## src/rtl/pll_rst_pkg.sv

```systemverilog
// -----------------------------------------------------------------------------
// pll_rst_pkg
// Shared definitions for the PLL reset sequencer:
//   - state_t      : sequencer FSM states
//   - outs_t       : bundle of the state-decoded status outputs
//   - DEF_*        : default timing parameters (16 MHz reference)
//   - state_outs() : output levels that apply on entry to each state
//   - max3()       : helper used to size the shared timer
// -----------------------------------------------------------------------------
package pll_rst_pkg;

  typedef enum logic [2:0] {
    ST_PLL_RST,
    ST_WAIT_LOCK,
    ST_STRETCH,
    ST_RUN,
    ST_FAULT
  } state_t;

  localparam int DEF_RESETB_CYCLES  = 16;
  localparam int DEF_LOCK_TIMEOUT   = 16000;    // about 1 ms at 16 MHz
  localparam int DEF_STRETCH_CYCLES = 256;
  localparam int DEF_MAX_RETRY      = 3;
  localparam int DEF_HB_HALF        = 8000000;

  typedef struct packed {
    logic pll_resetb;
    logic sys_reset;
    logic locked;
    logic fault;
    logic heartbeat;
  } outs_t;

  // Output levels on entry to a state. The heartbeat starts at 0 in RUN and
  // is then toggled by the divider; FAULT drives it solidly on.
  function automatic outs_t state_outs(input state_t st);
    outs_t o;
    o = '{pll_resetb: 1'b1, sys_reset: 1'b1, locked: 1'b0,
          fault: 1'b0, heartbeat: 1'b0};
    case (st)
      ST_PLL_RST:   o.pll_resetb = 1'b0;
      ST_WAIT_LOCK: o.pll_resetb = 1'b1;
      ST_STRETCH:   o.pll_resetb = 1'b1;
      ST_RUN: begin
        o.sys_reset = 1'b0;
        o.locked    = 1'b1;
      end
      ST_FAULT: begin
        o.pll_resetb = 1'b0;
        o.fault      = 1'b1;
        o.heartbeat  = 1'b1;
      end
      default:      o.pll_resetb = 1'b0;
    endcase
    return o;
  endfunction

  function automatic int max3(input int a, input int b, input int c);
    int m;
    m = (a > b) ? a : b;
    return (m > c) ? m : c;
  endfunction

endpackage

```

## src/rtl/sync_2ff.sv

```systemverilog
// -----------------------------------------------------------------------------
// sync_2ff
// Two-flop synchronizer bringing an asynchronous level into the clk domain.
// Ports:
//   clk   in  reference clock
//   reset in  synchronous active-high reset (both flops cleared to 0)
//   d_i   in  asynchronous input level
//   q_o   out synchronized level, two clk edges behind d_i
// -----------------------------------------------------------------------------
module sync_2ff (
  input  logic clk,
  input  logic reset,
  input  logic d_i,
  output logic q_o
);

  logic r_meta;
  logic r_sync;

  always_ff @(posedge clk) begin
    if (reset) begin
      r_meta <= 1'b0;
      r_sync <= 1'b0;
    end else begin
      r_meta <= d_i;
      r_sync <= r_meta;
    end
  end

  assign q_o = r_sync;

endmodule

```

## src/rtl/pll_rst_seq.sv

```systemverilog
// -----------------------------------------------------------------------------
// pll_rst_seq
// PLL bring-up and system reset sequencer. Pulses the PLL RESETB, waits for
// lock (with timeout and bounded retries), requires lock to stay stable for
// STRETCH_CYCLES before releasing the CPU reset, watches for lock loss while
// running, and latches a FAULT state when retries are exhausted.
// Ports:
//   clk             in   16 MHz reference clock (only clock)
//   reset           in   synchronous active-high reset
//   pll_lock_i      in   PLL LOCK, asynchronous
//   pll_resetb_o    out  active-low PLL RESETB
//   sys_reset_o     out  active-high CPU-domain reset request
//   locked_o        out  high while running
//   fault_o         out  high while in fault
//   retry_cnt_o     out  [1:0] current retry count
//   lock_loss_cnt_o out  [7:0] saturating count of lock losses while running
//   heartbeat_o     out  status LED drive
// All outputs come straight from flops; pll_lock_i only reaches logic through
// the synchronizer.
// -----------------------------------------------------------------------------
module pll_rst_seq
  import pll_rst_pkg::*;
#(
  parameter int RESETB_CYCLES  = DEF_RESETB_CYCLES,
  parameter int LOCK_TIMEOUT   = DEF_LOCK_TIMEOUT,
  parameter int STRETCH_CYCLES = DEF_STRETCH_CYCLES,
  parameter int MAX_RETRY      = DEF_MAX_RETRY,
  parameter int HB_HALF        = DEF_HB_HALF
) (
  input  logic       clk,
  input  logic       reset,
  input  logic       pll_lock_i,
  output logic       pll_resetb_o,
  output logic       sys_reset_o,
  output logic       locked_o,
  output logic       fault_o,
  output logic [1:0] retry_cnt_o,
  output logic [7:0] lock_loss_cnt_o,
  output logic       heartbeat_o
);

  // One timer shared by every timed state; it is loaded with (N-1) on entry
  // and the state's exit condition fires when it reaches zero.
  localparam int CNT_MAX = max3(RESETB_CYCLES, LOCK_TIMEOUT, STRETCH_CYCLES);
  localparam int CNT_W   = (CNT_MAX > 1) ? $clog2(CNT_MAX) : 1;
  localparam int HB_W    = $clog2(HB_HALF + 1);

  localparam logic [CNT_W-1:0] LD_RESETB  = CNT_W'(RESETB_CYCLES - 1);
  localparam logic [CNT_W-1:0] LD_TIMEOUT = CNT_W'(LOCK_TIMEOUT - 1);
  localparam logic [CNT_W-1:0] LD_STRETCH = CNT_W'(STRETCH_CYCLES - 1);
  localparam logic [CNT_W-1:0] CNT_ONE    = CNT_W'(1);
  localparam logic [HB_W-1:0]  HB_LD      = HB_W'(HB_HALF - 1);
  localparam logic [HB_W-1:0]  HB_ONE     = HB_W'(1);
  localparam logic [1:0]       RETRY_LIM  = 2'(MAX_RETRY);

  logic             w_lock_s;
  state_t           r_state;
  logic [CNT_W-1:0] r_cnt;
  logic [HB_W-1:0]  r_hb_cnt;
  logic [1:0]       r_retry;
  logic [7:0]       r_loss;
  outs_t            r_outs;

  sync_2ff u_sync (
    .clk   (clk),
    .reset (reset),
    .d_i   (pll_lock_i),
    .q_o   (w_lock_s)
  );

  always_ff @(posedge clk) begin
    if (reset) begin
      r_state  <= ST_PLL_RST;
      r_cnt    <= LD_RESETB;
      r_hb_cnt <= HB_LD;
      r_retry  <= 2'd0;
      r_loss   <= 8'd0;
      r_outs   <= state_outs(ST_PLL_RST);
    end else begin
      case (r_state)
        ST_PLL_RST: begin
          if (r_cnt == '0) begin
            r_state <= ST_WAIT_LOCK;
            r_cnt   <= LD_TIMEOUT;
            r_outs  <= state_outs(ST_WAIT_LOCK);
          end else begin
            r_cnt <= r_cnt - CNT_ONE;
          end
        end

        ST_WAIT_LOCK: begin
          // Lock is tested before the timeout so a lock arriving on the
          // final timeout cycle still counts.
          if (w_lock_s) begin
            r_state <= ST_STRETCH;
            r_cnt   <= LD_STRETCH;
            r_outs  <= state_outs(ST_STRETCH);
          end else if (r_cnt == '0) begin
            if (r_retry == RETRY_LIM) begin
              r_state <= ST_FAULT;
              r_cnt   <= '0;
              r_outs  <= state_outs(ST_FAULT);
            end else begin
              r_state <= ST_PLL_RST;
              r_cnt   <= LD_RESETB;
              r_retry <= r_retry + 2'd1;
              r_outs  <= state_outs(ST_PLL_RST);
            end
          end else begin
            r_cnt <= r_cnt - CNT_ONE;
          end
        end

        ST_STRETCH: begin
          // A drop of lock beats stretch completion; the lock-loss counter
          // only tracks losses after the system has been released.
          if (!w_lock_s) begin
            r_state <= ST_WAIT_LOCK;
            r_cnt   <= LD_TIMEOUT;
            r_outs  <= state_outs(ST_WAIT_LOCK);
          end else if (r_cnt == '0) begin
            r_state  <= ST_RUN;
            r_cnt    <= '0;
            r_hb_cnt <= HB_LD;
            r_retry  <= 2'd0;
            r_outs   <= state_outs(ST_RUN);
          end else begin
            r_cnt <= r_cnt - CNT_ONE;
          end
        end

        ST_RUN: begin
          if (!w_lock_s) begin
            r_state <= ST_PLL_RST;
            r_cnt   <= LD_RESETB;
            r_outs  <= state_outs(ST_PLL_RST);
            if (r_loss != 8'hFF) begin
              r_loss <= r_loss + 8'd1;
            end
          end else if (r_hb_cnt == '0) begin
            r_hb_cnt         <= HB_LD;
            r_outs.heartbeat <= ~r_outs.heartbeat;
          end else begin
            r_hb_cnt <= r_hb_cnt - HB_ONE;
          end
        end

        ST_FAULT: begin
          // Terminal until an external reset.
          r_state <= ST_FAULT;
        end

        default: begin
          r_state <= ST_PLL_RST;
          r_cnt   <= LD_RESETB;
          r_outs  <= state_outs(ST_PLL_RST);
        end
      endcase
    end
  end

  assign pll_resetb_o    = r_outs.pll_resetb;
  assign sys_reset_o     = r_outs.sys_reset;
  assign locked_o        = r_outs.locked;
  assign fault_o         = r_outs.fault;
  assign heartbeat_o     = r_outs.heartbeat;
  assign retry_cnt_o     = r_retry;
  assign lock_loss_cnt_o = r_loss;

endmodule

```

## config.mk

```make
export PLATFORM = sky130hd
export DESIGN_NAME = pll_rst_seq
export DESIGN_NICKNAME = d
export VERILOG_FILES = /design/src/rtl/pll_rst_pkg.sv /design/src/rtl/sync_2ff.sv /design/src/rtl/pll_rst_seq.sv
export SDC_FILE = /design/constraint.sdc
export NUM_CORES = 1
export LEC_CHECK = 0
export ABC_AREA = 1
export CELL_PAD_IN_SITES_DETAIL_PLACEMENT = 1
export CELL_PAD_IN_SITES_GLOBAL_PLACEMENT = 1
export CORE_ASPECT_RATIO = 1.2
export CORE_UTILIZATION = 46
export CTS_BUF_LIST = sky130_fd_sc_hd__clkbuf_4 sky130_fd_sc_hd__clkbuf_8 sky130_fd_sc_hd__clkbuf_16
export DETAILED_ROUTE_END_ITERATION = 6
export GPL_ROUTABILITY_DRIVEN = 1
export PLACE_DENSITY_LB_ADDON = 0.15
export SETUP_SLACK_MARGIN = 0.5
export SLEW_MARGIN = 0
export SYNTH_ARGS = -nofsm -noshare
export SYNTH_HDL_FRONTEND = slang
export SYNTH_SLANG_ARGS = --single-unit
```

## constraint.sdc

```tcl
create_clock -name clk -period 5.4 [get_ports clk]
set_clock_uncertainty 0.2 [all_clocks]
set_input_delay 1.35 -clock clk [delete_from_list [all_inputs] [get_ports clk]]
set_output_delay 1.35 -clock clk [all_outputs]
set_load 0.01 [all_outputs]
```

==> impl_metrics.py, run 1 <==
metrics = {
    "yosys": {
        "ys_warn_count": 0,
        "yosys.cell_types.count": 34,
        "synth_area_leader_cell": "dfxtp_1",
        "synth_cells": 489,
        "netlist_top_cells_count": "nand2_1 (131), nor2_1 (76), dfxtp_1 (57), inv_1 (57), nand3_1 (50)",
        "synth-seq-cells": 57,
        "seq_area_frac_synth_pct": 35.6,
        "synth_area_um2": 3210,
        "syn-num-nets": 496,
        "ys.flop_type": "dfxtp_1",
        "async_flop_share_pct": 0,
        "synth-edff-count": 0,
        "yosys.cell_count.top_type": "nand2_1",
        "synth_area_leaders": "dfxtp_1 (36%), nand2_1 (15%), nor2_1 (8.9%), nand3_1 (7.8%), inv_1 (6.7%)",
        "synth_top_area_share_pct": 35.6,
        "avgSynthCellArea_um2": 6.56,
    },
    "detailed_routing": {
        "drt-met1-wl_um": 3580,
        "via_count": 3114,
        "viasPerCell": 5.19,
        "drc_errors": 0,
        "wirelength_um": 8190,
        "routedWlPerCell_um": 13.6,
        "dr.max_layer_used": "met4",
        "wl_met3_um": 167,
        "initialDrtViolationCount": 98,
        "met2_length_um": 4270,
        "ant_nets": 0,
        "firstDrtPassIters": 4,
    },
    "clock_network": {
        "clk_latency_ps": 350,
        "cts-root-buf": "clkbuf_8",
        "cts.htree.levels": 3,
        "cts_setup_buffers": 0,
        "cts_buffer_depth": 2,
        "cts_resized": 0,
        "cts.sinks": 57,
        "clk_pin_slew_ps": 80,
        "ctsHoldBuffers": 0,
        "cts_tree": "done",
        "cts_made_buffers": 9,
    },
    "cells_and_area": {
        "diodes": 0,
        "drive_gt1_share_pct": 8.35,
        "final_area_um2": 3620,
        "fill_cells": 926,
        "num-nets-final": 517,
        "syn_to_final_growth_pct": 12.9,
    },
    "grt": {
        "grt_pass1_wl_um": 14200,
        "antenna_found_initial": 0,
        "grt_max_degree": 23,
        "grt_use_total_pct": 25.0,
        "grt-ovfl-total": 0,
        "grt_pass1_vias": 3159,
    },
    "critical_path": {
        "cp_max_fo": 22,
        "critPathLaunchType": "input pin",
        "cp.arrival_ps": 3340,
        "required_ps": 5390,
        "reg2regPathDepth": 10,
        "reg2reg_slack_ps": 2760,
        "r2r_end": "r_hb_cnt[1]",
        "critPathCaptureType": "register",
        "timing.rr.start": "r_cnt[0]",
        "worstSetupPathType": "in -> reg",
    },
    "power_and_ir_drop": {
        "p_per_area_nw_per_um2": 317,
        "ir_worst_vdd_uv": 169,
        "p_leak_nw": 1.67,
    },
    "timing": {
        "slew_headroom_pct": 35.7,
        "hold_violations": 0,
        "timing.fmax_mhz": 299,
        "worst_slew_pin_slew_ps": 965,
        "rsz0062_at_grt": "no",
        "setup-tns-final_ps": 0,
        "timing.final.crit_share_pct": 62.0,
        "min_period_ps": 3350,
        "report.final.slew_viol_count": 0,
        "fin_ws_ps": 2050,
        "setup_viol": 0,
    },
    "placement": {
        "detailed_place_hpwl_um": 6020,
        "io_buffers": 17,
        "place_ws_ps": 1580,
        "gp_congestion": 0.800,
        "post_dp_cell_area_um2": 3440,
    },
    "hold_path": {
        "worstHoldPathCells": 2,
        "hold_end": "u_sync.q_o",
        "hp-start": "u_sync.r_meta",
        "hold_path_class": "reg -> reg",
    },
    "die": {
        "die_w_um": 78.2,
        "rows": 32,
        "core-area_um2": 6570,
        "die_area_um2": 7310,
        "initial_core_util_pct": 48.8,
        "die_h_um": 93.5,
        "num_io_pins": 18,
    },
    "run_status": {
        "status": "completed",
    },
    "run": {
        "cap_violations": 0,
    },
}
## through the flow
step           util (%)  std cells  hold slack (ps)  power, W
6_report           55.1        600              213   0.00115
5_1_grt            55.1        600              249   0.00122
4_1_cts            55.1        600              216   0.00116
3_5_place_dp       52.4        584              203  0.000788
3_3_place_gp       52.4        584              200  0.000773
2_1_floorplan         -        489              188  0.000699
## power by group
group          internal [W]  switching (W)
logic             0.0000992       0.000195
registers          0.000455      0.0000335
clock network      0.000169       0.000199
total              0.000723       0.000427
## cell type report
type	instances	area (µm²)	share of cell area, %
clock inverters	7	56.3	1.56
repair buffers	17	170	4.70
flip-flops and latches	57	1140	31.5
multi-input cells	362	1780	49.2
inverters	63	241	6.67
well taps	85	106	2.94
clock buffers	9	124	3.42
## metal layers
metal | track usage (%) | up-vias
met3 | 4.78 | 15
met2 | 46.8 | 29
met1 | 27.2 | 1477
met5 | 0 | -
li1 | - | 1593
met4 | 10.3 | 0
## placed cells by master (no fill, tap or decap), types with 4 or more instances in the layout
| master | n |
|---|---|
| xor2_1 | 11 |
| o211ai_1 | 6 |
| nand2_1 | 131 |
| o21ai_0 | 13 |
| clkdlybuf4s50_1 | 17 |
| dfxtp_1 | 57 |
| inv_1 | 57 |
| ha_1 | 4 |
| nand2_2 | 4 |
| nand2_4 | 4 |
| clkinvlp_4 | 4 |
| nand4_1 | 7 |
| nand3b_1 | 4 |
| a21oi_1 | 20 |
| inv_2 | 5 |
| nor2_1 | 76 |
| nand3_1 | 50 |
| xnor2_1 | 8 |
| nor3_1 | 6 |
| clkbuf_8 | 9 |
| nor2_2 | 6 |
## critical path: stages
cell             delay [ps]
clkdlybuf4s50_1         860
a21oi_2                 940
o211ai_1                180
## cells by family after synthesis
family,after synthesis,synth area share (%)
buffers and inverters,70,8.90
adders and majority gates,4,1.56
xor gates and xnor gates,19,5.19
AOI/OAI and AO/OA,46,8.23
and+or+nand+nor,293,40.5
DFF,57,35.6
## state kept, by name, indices dropped and copies added, names as in the netlist
| signal | count |
|---|---|
| sys_reset_o | 1 |
| r_cnt | 14 |
| pll_resetb_o | 1 |
| u_sync.q_o | 1 |
| retry_cnt_o | 2 |
| heartbeat_o | 1 |
| r_hb_cnt | 23 |
| locked_o | 1 |
| lock_loss_cnt_o | 8 |
| fault_o | 1 |
| r_state | 3 |
| u_sync.r_meta | 1 |
## worst max path at each step
stage / depth (start not counted) / to / start / slack, ps
after global routing: 3 / r_hb_cnt[5] / reset / 1870
after CTS: 3 / r_hb_cnt[22] / reset / 1990
final: 3 / r_hb_cnt[1] / reset / 2050
after global placement: 3 / r_hb_cnt[5] / reset / 1650
after detailed placement: 3 / r_hb_cnt[22] / reset / 1580
after floorplan: 3 / r_hb_cnt[8] / reset / 3250
No activity file was read; power rests on OpenSTA's default activity.
==> run 2: changes to the inputs <==
CORE_UTILIZATION = 43   (was 46)
clock period = 3.1 ns   (was 5.4 ns; I/O delays follow)
==> run 2 against run 1 <==
Total power rose by 81%. Clock power rose by 99%. Routed wire length barely moved. Global-route usage fell by 2.4 points. Combinational power rose by 70%.
==> impl_metrics.py, run 2 (same netlist as run 1, synthesis figures left out) <==
metrics = {
    "critical_path": {
        "worst-path-buf-inv": 1,
        "required_ps": 2120,
        "cp_max_fo": 6,
        "cp_slowest_cell": "clkdlybuf4s50_1",
        "crit_path_cell_trace": "clkdlybuf4s50_1",
        "critPathMaxStageDelay_ps": 590,
        "worstSetupPathType": "reg -> out",
        "path_depth": 1,
        "reg2regPathDepth": 12,
        "critPathLaunchType": "register",
        "critPathCaptureType": "output pin",
        "path_delay_family": "buffers and inverters",
        "cp.arrival_ps": 1390,
        "reg2reg_slack_ps": 930,
    },
    "grt": {
        "grt_pass1_vias": 3117,
        "antenna_found_initial": 0,
        "grt-ovfl-total": 0,
        "grt_pass1_wl_um": 13700,
        "grt_max_degree": 21,
        "grt_use_total_pct": 22.6,
    },
    "detailed_routing": {
        "routedWlPerCell_um": 13.5,
        "viasPerCell": 5.14,
        "ant_nets": 0,
        "wirelength_um": 8180,
        "drc_errors": 0,
        "via_count": 3123,
        "initialDrtViolationCount": 100,
        "firstDrtPassIters": 4,
    },
    "timing": {
        "fin_ws_ps": 735,
        "timing.final.crit_share_pct": 76.3,
        "slew_headroom_pct": 58.9,
        "report.final.slew_viol_count": 0,
        "rsz0062_at_grt": "no",
        "setup_viol": 0,
        "hold_violations": 0,
        "setup-tns-final_ps": 0,
        "timing.fmax_mhz": 423,
        "min_period_ps": 2370,
        "worst_slew_pin_slew_ps": 615,
    },
    "clock_network": {
        "cts_setup_buffers": 0,
        "cts_resized": 0,
        "cts_tree": "done",
        "cts.sinks": 57,
        "clk_latency_ps": 350,
        "cts.htree.levels": 3,
        "cts_made_buffers": 9,
        "cts_buffer_depth": 2,
        "cts-root-buf": "clkbuf_8",
        "ctsHoldBuffers": 0,
        "clk_pin_slew_ps": 80,
    },
    "cells_and_area": {
        "num-nets-final": 520,
        "largest_reg_flops": 23,
        "final_core_util_pct": 50.8,
        "final_common_cell": "nand2_1",
        "final_cell_mix": "nand2_1 (131), nor2_1 (76), inv_1 (57), dfxtp_1 (57), nand3_1 (50)",
        "fill_cells": 987,
        "regMostFlops": "r_hb_cnt",
        "syn_to_final_growth_pct": 14.6,
        "diodes": 0,
        "drive_gt1_share_pct": 8.88,
    },
    "placement": {
        "detailed_place_hpwl_um": 6050,
        "place_ws_ps": 802,
        "io_buffers": 17,
        "gp_congestion": 0.805,
    },
    "die": {
        "die_area_um2": 7810,
        "die_w_um": 80.8,
        "rows": 34,
        "num_io_pins": 18,
        "core-area_um2": 7230,
        "initial_core_util_pct": 44.3,
        "die_h_um": 96.6,
    },
    "power_and_ir_drop": {
        "p_per_area_nw_per_um2": 567,
        "p_leak_nw": 1.71,
        "ir_worst_vdd_uv": 258,
    },
    "run_status": {
        "status": "completed",
    },
    "hold_path": {
        "worstHoldPathCells": 2,
        "hold_path_class": "reg -> reg",
    },
    "run": {
        "cap_violations": 0,
    },
}
[run 2: cell count changes in the layout (fill, tap and decap cells not counted)]
cell	before	now
inv_6	2	1
bufinv_16	0	1
buf_4	0	3
clkbuf_8	9	10
clkinv_2	0	1
clkinvlp_4	4	2
[run 2: path summary, 6_finish.rpt]
check / endpoint / startpoint
setup reg to reg: r_hb_cnt[16] / r_cnt[0]
setup / recovery: lock_loss_cnt_o[2] / lock_loss_cnt_o[2]
hold reg to reg: u_sync.q_o / u_sync.r_meta
hold / removal: u_sync.q_o / u_sync.r_meta
[run 2: power breakdown]
part           switching, W  internal (W)
logic              0.000325      0.000175
clock network      0.000338      0.000394
registers         0.0000580      0.000792
[run 2: area by class of cell]
cell class | count | area, µm² | share of cell area, %
clock inverters | 6 | 67.6 | 1.84
flip-flops and latches | 57 | 1140 | 31.1
clock buffers | 10 | 138 | 3.75
repair buffers | 20 | 193 | 5.25
well taps | 90 | 113 | 3.07
inverters | 63 | 241 | 6.57
multi-input cells | 362 | 1780 | 48.5
[run 2: per-stage QoR]
step / instances / total power, W / hold slack, ps / instance area (µm²)
after floorplan: 489 / 0.00122 / 188 / 3210
after global placement: 592 / 0.00135 / 200 / 3470
after detailed placement: 592 / 0.00137 / 208 / 3470
after CTS: 608 / 0.00210 / 219 / 3670
after global routing: 608 / 0.00220 / 236 / 3670
final: 608 / 0.00208 / 211 / 3670
[run 2: metal layers]
layer  GRT usage (%)  up-vias  share of wire (%)
li1                -     1598                  -
met1            24.9     1478                 45
met2            40.7       32                 51
met3            3.68       15                2.0
met4            11.0        0                2.1
met5               0        -                  0
